[src/rtl/muldiv_ctrl.sv]
// HI/LO owner and sequencer for MIPS-style multiply/divide and MTHI/MTLO.
// One shared iterative datapath: shift-add multiply, restoring divide.
module muldiv_ctrl #(
    parameter int WIDTH = 32,
    parameter int CNT_W = 5
) (
    input  logic             clk,
    input  logic             rst,
    input  logic             req_valid,
    input  logic [5:0]       req_op,
    input  logic [WIDTH-1:0] src_a,
    input  logic [WIDTH-1:0] src_b,
    output logic             req_ready,
    input  logic             flush,
    input  logic             rd_hi_req,
    input  logic             rd_lo_req,
    output logic             stall,
    output logic             busy,
    output logic             done,
    output logic [WIDTH-1:0] hi,
    output logic [WIDTH-1:0] lo
);

    typedef enum logic [1:0] {IDLE, MUL, DIV, FIX} state_t;

    state_t             state;
    logic [CNT_W-1:0]   cnt;
    logic [WIDTH-1:0]   acc_hi;
    logic [WIDTH-1:0]   acc_lo;
    logic [WIDTH-1:0]   opnd;
    logic [WIDTH-1:0]   a_orig;
    logic               is_div;
    logic               neg_q;
    logic               neg_r;
    logic               dz;

    logic               op_ok;
    logic               accept;
    logic               sgn;
    logic               op_mul;
    logic               op_div;
    logic               a_neg;
    logic               b_neg;
    logic [WIDTH-1:0]   a_val;
    logic [WIDTH-1:0]   b_val;
    logic [WIDTH:0]     mul_sum;
    logic [WIDTH:0]     div_shift;
    logic [WIDTH:0]     div_trial;
    logic [2*WIDTH-1:0] prod_s;
    logic [WIDTH-1:0]   quo_s;
    logic [WIDTH-1:0]   rem_s;
    logic               last;

    assign busy      = (state != IDLE);
    assign req_ready = (state == IDLE);
    assign stall     = busy & (rd_hi_req | rd_lo_req | req_valid);

    assign op_ok  = (req_op != '0) && ((req_op & (req_op - 6'd1)) == '0);
    assign accept = req_valid & req_ready & ~flush & op_ok;
    assign sgn    = req_op[0] | req_op[2];
    assign op_mul = req_op[0] | req_op[1];
    assign op_div = req_op[2] | req_op[3];
    assign a_neg  = sgn & src_a[WIDTH-1];
    assign b_neg  = sgn & src_b[WIDTH-1];
    assign a_val  = a_neg ? -src_a : src_a;
    assign b_val  = b_neg ? -src_b : src_b;

    // Multiply: acc_lo holds the unconsumed multiplier bits, acc_hi the partial sum.
    assign mul_sum = {1'b0, acc_hi} + {1'b0, (acc_lo[0] ? opnd : {WIDTH{1'b0}})};
    // Divide: acc_hi is the partial remainder, acc_lo shifts dividend out / quotient in.
    assign div_shift = {acc_hi, acc_lo[WIDTH-1]};
    assign div_trial = div_shift - {1'b0, opnd};

    assign prod_s = neg_q ? -{acc_hi, acc_lo} : {acc_hi, acc_lo};
    assign quo_s  = neg_q ? -acc_lo : acc_lo;
    assign rem_s  = neg_r ? -acc_hi : acc_hi;
    assign last   = (cnt == CNT_W'(WIDTH - 1));

    always_ff @(posedge clk or posedge rst) begin
        if (rst) begin
            state  <= IDLE;
            cnt    <= '0;
            acc_hi <= '0;
            acc_lo <= '0;
            opnd   <= '0;
            a_orig <= '0;
            is_div <= 1'b0;
            neg_q  <= 1'b0;
            neg_r  <= 1'b0;
            dz     <= 1'b0;
            hi     <= '0;
            lo     <= '0;
            done   <= 1'b0;
        end else begin
            done <= 1'b0;
            if (flush) begin
                state <= IDLE;
                cnt   <= '0;
            end else begin
                unique case (state)
                    IDLE: begin
                        if (accept) begin
                            cnt    <= '0;
                            acc_hi <= '0;
                            a_orig <= src_a;
                            is_div <= op_div;
                            neg_q  <= a_neg ^ b_neg;
                            neg_r  <= a_neg;
                            dz     <= (src_b == '0);
                            unique case (1'b1)
                                req_op[5]: lo <= src_a;
                                req_op[4]: hi <= src_a;
                                op_mul: begin
                                    state  <= MUL;
                                    opnd   <= a_val;
                                    acc_lo <= b_val;
                                end
                                op_div: begin
                                    state  <= DIV;
                                    opnd   <= b_val;
                                    acc_lo <= a_val;
                                end
                            endcase
                        end
                    end
                    MUL: begin
                        {acc_hi, acc_lo} <= {mul_sum, acc_lo[WIDTH-1:1]};
                        cnt   <= cnt + CNT_W'(1);
                        if (last) begin
                            state <= FIX;
                            cnt   <= '0;
                        end
                    end
                    DIV: begin
                        if (!div_trial[WIDTH]) begin
                            acc_hi <= div_trial[WIDTH-1:0];
                            acc_lo <= {acc_lo[WIDTH-2:0], 1'b1};
                        end else begin
                            acc_hi <= div_shift[WIDTH-1:0];
                            acc_lo <= {acc_lo[WIDTH-2:0], 1'b0};
                        end
                        cnt <= cnt + CNT_W'(1);
                        if (last) begin
                            state <= FIX;
                            cnt   <= '0;
                        end
                    end
                    FIX: begin
                        if (!is_div) begin
                            {hi, lo} <= prod_s;
                        end else if (dz) begin
                            lo <= '1;
                            hi <= a_orig;
                        end else begin
                            lo <= quo_s;
                            hi <= rem_s;
                        end
                        done  <= 1'b1;
                        state <= IDLE;
                    end
                    default: state <= IDLE;
                endcase
            end
        end
    end

endmodule

[config.mk]
export PLATFORM = sky130hd
export DESIGN_NAME = muldiv_ctrl
export DESIGN_NICKNAME = d
export VERILOG_FILES = /design/src/rtl/muldiv_ctrl.sv
export SDC_FILE = /design/constraint.sdc
export NUM_CORES = 1
export LEC_CHECK = 0
export CAP_MARGIN = 10
export CORE_MARGIN = 2
export CORE_UTILIZATION = 40
export CTS_CLUSTER_SIZE = 12
export DETAILED_ROUTE_END_ITERATION = 16
export HOLD_SLACK_MARGIN = 0.03
export PLACE_DENSITY = 0.63
export SETUP_SLACK_MARGIN = 0.15
export SKIP_CTS_REPAIR_TIMING = 1
export SLEW_MARGIN = 0
export SYNTH_ARGS = -nofsm -noshare
export SYNTH_HDL_FRONTEND = slang
export SYNTH_SLANG_ARGS = --single-unit
[constraint.sdc]
create_clock -name clk -period 5.98 [get_ports clk]
set_input_delay 0.598 -clock clk [delete_from_list [all_inputs] [get_ports clk]]
set_output_delay 0.598 -clock clk [all_outputs]
set_load 0.03 [all_outputs]
Word level (Yosys, flattened, before mapping)
Index checks and enable logic that the tools add are counted.
{ "totals": {"ff_bits": 204, "latch_bits": 0, "ramBits": 0, "romBits": 0, "inputBits": 76, "out_inout_bits": 68, "wordCells": 101, "n_memories": 0} }
{ "classes": {"addsub": 9, "n_mul": 0, "div": 0, "n_lt_le_gt_ge": 0, "eq_ne": 11, "n_shift": 0, "muxes": 35, "bitwise_logic": 14, "n_reduce_logical": 19} }
{ "ops": {"columns": ["operator", "count"], "rows": [
  ["$mux W32", 16],
  ["$pmux W32 S2", 4],
  ["$pmux W32 S3", 2],
  ["$neg A32 Y32", 4],
  ["$mux W64", 1],
  ["$neg A64 Y64", 1],
  ["$add A32 B32 Y33", 1],
  ["$sub A33 B32 Y33", 1],
  ["$logic_not A32 Y1", 1],
  ["$reduce_and A4 Y1", 4],
  ["$mux W5", 3],
  ["$pmux W5 S2", 1],
  ["$ne A3 B1 Y1 const B", 3],
  ["$reduce_and A3 Y1", 3],
  ["$and A1 B1 Y1", 6],
  ["$and A6 B6 Y6", 1],
  ["$logic_not A6 Y1", 1],
  ["$mux W2", 3],
  ["$pmux W2 S3", 1],
  ["$reduce_bool A2 Y1", 3],
  ["$reduce_bool A3 Y1", 2],
  ["$reduce_bool A6 Y1", 1],
  ["$sub A6 B1 Y6 const B", 1],
  ["$add A5 B1 Y5 const B", 1],
  ["15 further kinds", 23]
]} }

Longest topological paths before layout
Gate-level depths: netlist (run 1).
{ "logic_depth": {"word_depth": 8, "mapped_depth": 16} }

Worst setup path before layout (run 1)
Ideal clock, no wire load.
{ "synth_timing": {"path_type": "register to register", "from": "reg acc_lo[0]", "to": "reg acc_hi[30]", "setup_time_ns": 0.136, "arrival_ns": 3.405, "required_ns": 5.844, "path_slack_ns": 2.439, "path_stages_with_launch": 16, "n_path_buf": 2, "synth_period_minus_slack_ns": 3.541, "path_cell_list": "dfrtp_1 > inv_1 > buf_1 > nor2_1 > ha_1 > clkbuf_1 > a2111oi_0 > nand2_1 > a31o_2 > nand4b_1 > a21oi_1 > o22a_1 > a221o_1 > a311oi_1 > mux2i_1 > o211ai_1"} }
{ "synth_between": {"elab_chain_cells": 3} }
{ "synth_lines": {"columns": ["element", "line_no", "rtl"], "rows": [
  ["start: declaration", "29", "logic [WIDTH-1:0] acc_lo;"],
  ["start signal: assignment", "116", "acc_lo <= b_val;"],
  ["start signal: assignment", "121", "acc_lo <= a_val;"],
  ["start signal: assignment", "127", "{acc_hi, acc_lo} <= {mul_sum, acc_lo[WIDTH-1:1]};"],
  ["$mux W32", "69", "assign mul_sum = {1'b0, acc_hi} + {1'b0, (acc_lo[0] ? opnd : {WIDTH{1'b0}})};"],
  ["$add A32 B32 Y33", "69", null],
  ["$pmux W32 S3", "100", "unique case (state)"],
  ["end signal: assignment", "127", null],
  ["end signal: assignment", "136", "acc_hi <= div_trial[WIDTH-1:0];"],
  ["end signal: assignment", "139", "acc_hi <= div_shift[WIDTH-1:0];"],
  ["end: declaration", "28", "logic [WIDTH-1:0] acc_hi;"]
]} }
No other way between the ends.
A chain may end at the register's enable or synchronous reset.

Worst setup path in the final report (run 1)
{ "layout_timing": {"from": "reg acc_lo[0]", "to": "reg acc_hi[31]"} }
The elaborated chain is that of the path after synthesis.

==> key figures, run 1 <==
Die
  • Placement row count: 75
  • Placeable core area: approximately 0.042 mm²
  • Die height: between 200 and 250 µm
  • Die extent in x: 210 µm
  • Floorplan die area: 0.0439 mm²
  • Initial Utilization: 40.4%
  • Number of placed I/O pins: 144

Synthesis
  • Number of enable-type register cells in the synthesized netlist: 0
  • XOR/XNOR share of the synthesized area: under 10%
  • Share of synthesized flip-flops with an asynchronous set or reset: between 90% and 100%
  • Gate count of the mapped netlist: 2182
  • Area share of the largest cell type after synthesis: a little under a third
  • Flip-flop cell with the highest count after synthesis: dfrtp_1
  • Dominant cell type by area after synthesis: dfrtp_1
  • Mean Syn Cell Area: 7.74 µm²
  • Mux cell area share after synthesis: 4.13%
  • Number of library cell types mapped by synthesis: 77
  • Largest family of logic cells by synthesized area: compound AO/OA/AOI/OAI gates
  • Fraction of the yosys area taken by sequential cells: 30.2%
  • Synth Cell Area: 0.0169 mm²
  • Post-synthesis register bit count: approximately 200
  • Share of the synthesized area in compound gates (AO/OA/AOI/OAI): 28.5%
  • Post-synthesis adder-cell area fraction: about 5.9%
  • Yosys warnings: 0
  • Main area contributors after synthesis: dfrtp_1 30%, o21ai_0 7.8%, ha_1 5.6%
  • Post-Synthesis Net Count: between 2000 and 2500
  • Post-Synth Simple-Gate Area: 18.4%

Layout
  • Area taken by flip-flops and latches: 0.00510 mm²
  • Proportion of layout cells with a drive suffix above 1: 6.33%
  • Layout fillers: 4173
  • Most used cells in the layout excluding fill and tap cells: 262 x o21ai_0, 249 x nand2_1, 214 x nor2_1, 204 x dfrtp_1, 176 x a21oi_1
  • Finished Layout Cells: 2785
  • Area growth from synthesis to layout: 15.8%
  • Layout Nets: about 2400
  • Area occupied by multi-input gates: 0.0110 mm²
  • Most common cell after layout, fill and taps aside: o21ai_0

Setup path
  • Startpoint type of the worst setup path: register
  • Max Fanout on Critical Path: 21
  • Category of the most critical setup path: reg -> reg
  • Worst setup EP type: register
  • Worst path arrival time: between 4 and 5 ns
  • Crit path required time: 6.40 ns

Power and ir drop
  • Largest vdd supply drop: 0.000368 V
  • Cell leakage power: approximately 8 nW
  • Total power of the final layout: 10.6 mW
  • Power density over the cells: ~540 mW/mm²

Placement
  • Weighted congestion at the end of routability-driven global placement: 0.967
  • Placed wire-length estimate after detailed placement: 47800 µm
  • Number of input and output port buffers inserted: approximately 140
  • Post-placement cell count: approximately 2700

Global route
  • First-pass GRT wire length: slightly below 100000 µm
  • Initial antenna violation count: 2
  • Total congestion overflow after global routing: 0
  • Vias in the first global route: 15900
  • Gr usage total: 28.5%
  • Maximum number of pins on one net before global-route repair: 174

Routing
  • Mean number of vias per cell: 6.14
  • Detailed-router iteration count before antenna repair: 6
  • Antenna Violating Nets Remaining: 0
  • Number of design-rule violations left by the first detailed-router iteration: about 2000
  • Average detailed-routed wire length per instance: about 23 µm
  • Total number of vias: between 15000 and 20000
  • Wire length after detailed routing: 64000 µm
  • DRC errors left: 0

Timing
  • Number of endpoints failing setup at the final stage: 0
  • Post-route setup TNS: 0 ns
  • Actual transition at the worst max-transition pin: 1.15 ns
  • Number of pins with negative max-slew slack in the final report: 0
  • Number of failing hold endpoints at the final stage: 0
  • Max Clock Freq: around 230 MHz
  • Min cycle time layout: 4.44 ns
  • Unrepaired setup endpoints after global routing: false
  • Relative slew slack: 23.0%
  • Final worst-path cycle share: 74.2%
  • Worst-case clock skew: 0.0256 ns

CTS
  • Number of levels the H-tree was split into: 1
  • TritonCTS Sinks: around 200
  • Number of buffers created by CTS: 25
  • Later-pin clock latency in the skew report: 0.57 ns
  • Clk root buf: clkbuf_16
  • Maximum buffer depth of the clock tree: 3
  • Clock tree from TritonCTS: done
  • Clock-pin slew of the registers on the worst-case setup and hold paths: around 0.07 ns

Min path
  • Class of the most critical hold timing path: reg -> reg

Run status
  • Result of the run: completed

Run
  • Number of max-capacitance violations reported: 0
power breakdown:
| group | internal [mW] | total (mW) | switching (mW) |
|---|---|---|---|
| Combinational | 2.41 | 6.32 | 3.91 |
| Sequential | 1.96 | 2.64 | 0.679 |
| Clock | 1.03 | 1.69 | 0.663 |
kinds of logic after synthesis:
group,count (synthesis)
fa+ha+maj,78
mux,65
xor+xnor,151
flops,204
simple gates,686
compound gates,776
buf+inv,222
path summary, 6_finish.rpt:
kind / startpoint / endpoint / slack [ns] / cells after the start
setup / recovery: acc_lo[0] / acc_hi[31] / 1.54 / 13
hold / removal: hi[25] / hi[25] / 0.49 / 2
setup reg to reg: acc_lo[0] / acc_hi[31] / 1.54 / 13
hold reg to reg: hi[25] / hi[25] / 0.49 / 2
max in group asynchronous: rst / cnt[0] / 4.04 / 3
min in group asynchronous: rst / a_orig[22] / 0.52 / 2
per-stage QoR:
stage	area, µm²	hold WS [ns]	setup slack [ns]	utilization, %
3_5_place_dp	18700	0.471	1.67	44.6
4_1_cts	19600	0.486	1.63	46.8
2_1_floorplan	16900	0.450	2.44	-
5_1_grt	19600	0.503	1.26	46.8
6_report	19600	0.486	1.54	46.8
3_3_place_gp	18700	0.462	1.78	44.6
cell usage after synthesis, drive strengths merged, types with 7 or more instances:
| cell type | number |
|---|---|
| o21ai | 271 |
| nand2 | 252 |
| nor2 | 216 |
| dfrtp | 204 |
| a21oi | 176 |
| clkbuf | 138 |
| xnor2 | 96 |
| ha | 76 |
| inv | 66 |
| xor2 | 55 |
| o22ai | 44 |
| nor3 | 42 |
| a21o | 38 |
| mux2 | 38 |
| nand3 | 34 |
| o31ai | 33 |
| mux2i | 27 |
| nand2b | 25 |
| a31oi | 23 |
| or3 | 23 |
| a221oi | 22 |
| o211ai | 22 |
| a22oi | 20 |
| a211oi | 19 |
| a221o | 18 |
| buf | 18 |
| nand4 | 15 |
| o41ai | 13 |
| or4 | 13 |
| or2 | 12 |
| nor4 | 11 |
| and3 | 10 |
| o221ai | 10 |
| a22o | 9 |
| nor2b | 9 |
| o21a | 9 |
| and2 | 8 |
| o21bai | 7 |
layer usage:
metal | vias up | track usage, % | routed length [µm] | part of all wire (%)
met4 | 0 | 10.1 | 2570 | 4.0
li1 | 7991 | - | - | -
met5 | - | 0 | 0 | 0
met1 | 8250 | 39.8 | 27600 | 43
met2 | 732 | 44.9 | 28600 | 45
met3 | 122 | 4.44 | 5340 | 8.3
worst max-delay path, cell delays in order (launching register included):
cell	delay (ns)
dfrtp_1	0.45
inv_1	0.65
nor2_1	0.18
fa_1	0.49
a211oi_1	0.22
nor2_1	0.11
o31ai_1	0.38
a31oi_1	0.18
o21ai_0	0.37
a21o_1	0.21
o21ai_0	0.22
a2111oi_0	0.48
a2bb2oi_1	0.23
o211ai_1	0.10
area by class of cell:
type	count	area share, %
clock buffers	32	3.48
multi-input cells	1756	56.0
well taps	539	3.45
inverters	66	1.28
diodes	2	0.0256
clock inverters	13	1.10
repair buffers	173	8.53
flip-flops and latches	204	26.1
registers in the layout, summed over array words and instances (netlist names), 2 cells and up:
signal  flops
a_orig     32
acc_hi     32
acc_lo     32
hi         32
lo         32
opnd       32
cnt         5
state       2
Power figures use the tool's default switching activity.
==> run 2: changes to the inputs <==
PLACE_DENSITY = 0.61   (was 0.63)
clock period = 4.1 ns   (was 5.98 ns; I/O delays follow)
==> key figures, run 2 (synthesis gave the netlist of run 1 again) <==
Die
  • Placement row count: 75 (unchanged)
  • Number of placed I/O pins: 144 (unchanged)
  • Die height: 210 µm (unchanged)
  • Die extent in x: 210 µm (unchanged)
  • Initial Utilization: 40.4% (unchanged)
  • Placeable core area: 0.0419 mm² (unchanged)
  • Floorplan die area: 0.0439 mm² (unchanged)

CTS
  • TritonCTS Sinks: 204 (unchanged)
  • Maximum buffer depth of the clock tree: 3 (unchanged)
  • Clock-pin slew of the registers on the worst-case setup and hold paths: 0.06 ns (about the same)
  • Number of levels the H-tree was split into: 1 (unchanged)
  • Clk root buf: clkbuf_16
  • Clock tree from TritonCTS: done
  • Later-pin clock latency in the skew report: 0.57 ns (about the same)
  • Number of buffers created by CTS: 25 (unchanged)

Layout
  • Proportion of layout cells with a drive suffix above 1: 9.84% (+3.5 points)
  • Area of all placed cells without fillers: 0.0202 mm² (+3.4%)
  • Area taken by flip-flops and latches: 0.00510 mm² (unchanged)
  • Post-layout util: 48.3% (+1.6 points)
  • Most used cells in the layout excluding fill and tap cells: 262 x o21ai_0, 249 x nand2_1, 214 x nor2_1, 204 x dfrtp_1, 176 x a21oi_1
  • Area growth from synthesis to layout: 19.7%
  • Layout fillers: 4129 (-1.1%)
  • Most common cell after layout, fill and taps aside: o21ai_0
  • Finished Layout Cells: 2867 (+2.9%)
  • Area occupied by multi-input gates: 0.0110 mm² (about the same)
  • Layout Nets: 2464 (+3.5%)

Setup path
  • Worst setup EP type: register
  • Worst path arrival time: 4.22 ns (-0.64 ns)
  • Crit path required time: 4.59 ns (-1.81 ns)
  • Max Fanout on Critical Path: 26 (+24%)
  • R2r endpoint: acc_hi[30]
  • Register-to-Register Setup Slack: 0.37 ns (-1.17 ns)
  • Length in cells of the worst reg-to-reg path: 15 (+2)
  • Startpoint type of the worst setup path: register
  • Category of the most critical setup path: reg -> reg
  • Worst flop-to-flop path startpoint: acc_lo[31]

Timing
  • Actual transition at the worst max-transition pin: 0.928 ns (-0.226 ns)
  • Final worst-path cycle share: 91.0% (+17 points)
  • Number of endpoints failing setup at the final stage: 0 (unchanged)
  • Number of pins with negative max-slew slack in the final report: 0 (unchanged)
  • Worst-case clock skew: 0.00837 ns (-0.0172 ns)
  • Hold Worst Slack: 0.365 ns (-0.121 ns)
  • Unrepaired setup endpoints after global routing: false
  • Min cycle time layout: 3.73 ns (-0.708 ns)
  • Max Clock Freq: 268 MHz (+19%)
  • Relative slew slack: 38.0% (+15 points)
  • Number of failing hold endpoints at the final stage: 0 (unchanged)
  • Post-route setup TNS: 0 ns (unchanged)

Routing
  • Average detailed-routed wire length per instance: 23.2 µm (+0.72%)
  • Total number of vias: 17400 (+1.8%)
  • Mean number of vias per cell: 6.07 (-1.1%)
  • DRC errors left: 0 (unchanged)
  • Antenna Violating Nets Remaining: 0 (unchanged)
  • Wire length on met3: 4830 µm (-9.6%)
  • Number of design-rule violations left by the first detailed-router iteration: 1764 (-11%)
  • Uppermost layer routed: met4
  • Routed met2 length: 30000 µm (+5.0%)
  • Detailed-route wire length on metal 1: 28500 µm (+3.5%)
  • Wire length after detailed routing: 66400 µm (+3.7%)
  • Detailed-router iteration count before antenna repair: 5 (-1)

Power and ir drop
  • Largest vdd supply drop: 0.000582 V (+58%)
  • Sw Pwr: 7.78 mW (+48%)
  • Share of total power in the clock network: 15.1% (-0.8 points)
  • Internal power: 7.99 mW (+48%)
  • Sequential Power Share: 23.2% (-1.6 points)
  • Gate power share: 61.7% (+2.4 points)
  • Switching portion of total power: 49.3% (about the same)
  • Power density over the cells: 779 mW/mm² (+43%)
  • Cell leakage power: 8.67 nW (+5.2%)

Global route
  • Vias in the first global route: 16600 (+4.5%)
  • Maximum number of pins on one net before global-route repair: 65 (-63%)
  • Total congestion overflow after global routing: 0 (unchanged)
  • Gr usage total: 29.9% (+1.3 points)
  • Initial antenna violation count: 2 (unchanged)
  • First-pass GRT wire length: 101000 µm (+4.3%)

Placement
  • Number of input and output port buffers inserted: 143 (unchanged)
  • Post-placement cell count: 2818 (+2.9%)
  • Weighted congestion at the end of routability-driven global placement: 0.972 (+0.49%)
  • Placed wire-length estimate after detailed placement: 51300 µm (+7.2%)
  • Area after detailed placement: 0.0193 mm² (+3.6%)

Run
  • Number of max-capacitance violations reported: 0 (unchanged)

Run status
  • Result of the run: completed

Min path
  • Class of the most critical hold timing path: in -> async
==> run 2: cell types whose count changed in the layout (fill, tap and decap cells not counted), moves of 2 or more <==
cell,before,now
buf_12,1,6
buf_4,29,108
bufinv_16,5,3
clkbuf_1,4,0
clkbuf_8,3,5
clkinv_2,4,7
==> run 2: critical path: stages (launching register included) <==
cell,delay [ns]
dfrtp_1,0.38
inv_1,0.06
ha_1,0.19
fa_1,0.21
nand2b_1,0.13
a21oi_1,0.09
o41a_1,0.45
a221o_1,0.43
a21oi_1,0.20
buf_4,0.15
a211o_1,0.15
o211ai_4,0.17
buf_4,0.21
buf_12,0.16
or3b_2,0.48
o211ai_1,0.17
==> run 2: power by group through the flow <==
stage	Sequential (mW)	Clock [mW]	Combinational [mW]
final	3.66	2.37	9.73
after global routing	3.76	2.48	10.6
after CTS	3.65	2.41	9.59
after detailed placement	3.68	0	9.54
after global placement	3.65	0	9.48
after floorplan	3.96	0	6.04
==> run 2: how the worst max path moves through the flow <==
stage	startpoint	to	slack, ns	cells after the start
6_report	acc_lo[31]	acc_hi[30]	0.37	15
5_1_grt	acc_lo[31]	acc_hi[30]	0.14	15
4_1_cts	acc_hi[1]	hi[22]	0.30	13
3_5_place_dp	acc_hi[1]	hi[22]	0.32	13
3_3_place_gp	src_a[1]	acc_lo[16]	0.36	12
2_1_floorplan	acc_lo[0]	acc_hi[30]	0.56	15
==> run 2: routing by layer <==
layer  vias up  global-route usage [%]
met2       659                    47.7
li1       8151                       -
met1      8455                    40.8
met5         -                       0
met3       137                    4.44
met4         0                    11.8
==> run 2: area by class of cell <==
class	instances	share of cell area, %
Multi-Input combinational cell	1756	54.2
Tap cell	539	3.33
Clock inverter	14	0.835
Antenna cell	1	0.0124
Sequential cell	204	25.2
Clock buffer	30	3.43
Timing Repair Buffer	257	11.7
Inverter	66	1.24
==> run 2: per-stage QoR <==
step	setup WS [ns]	total power, mW
6_report	0.368	15.8
5_1_grt	0.135	16.8
4_1_cts	0.300	15.6
3_5_place_dp	0.316	13.2
3_3_place_gp	0.356	13.1
2_1_floorplan	0.559	10.0
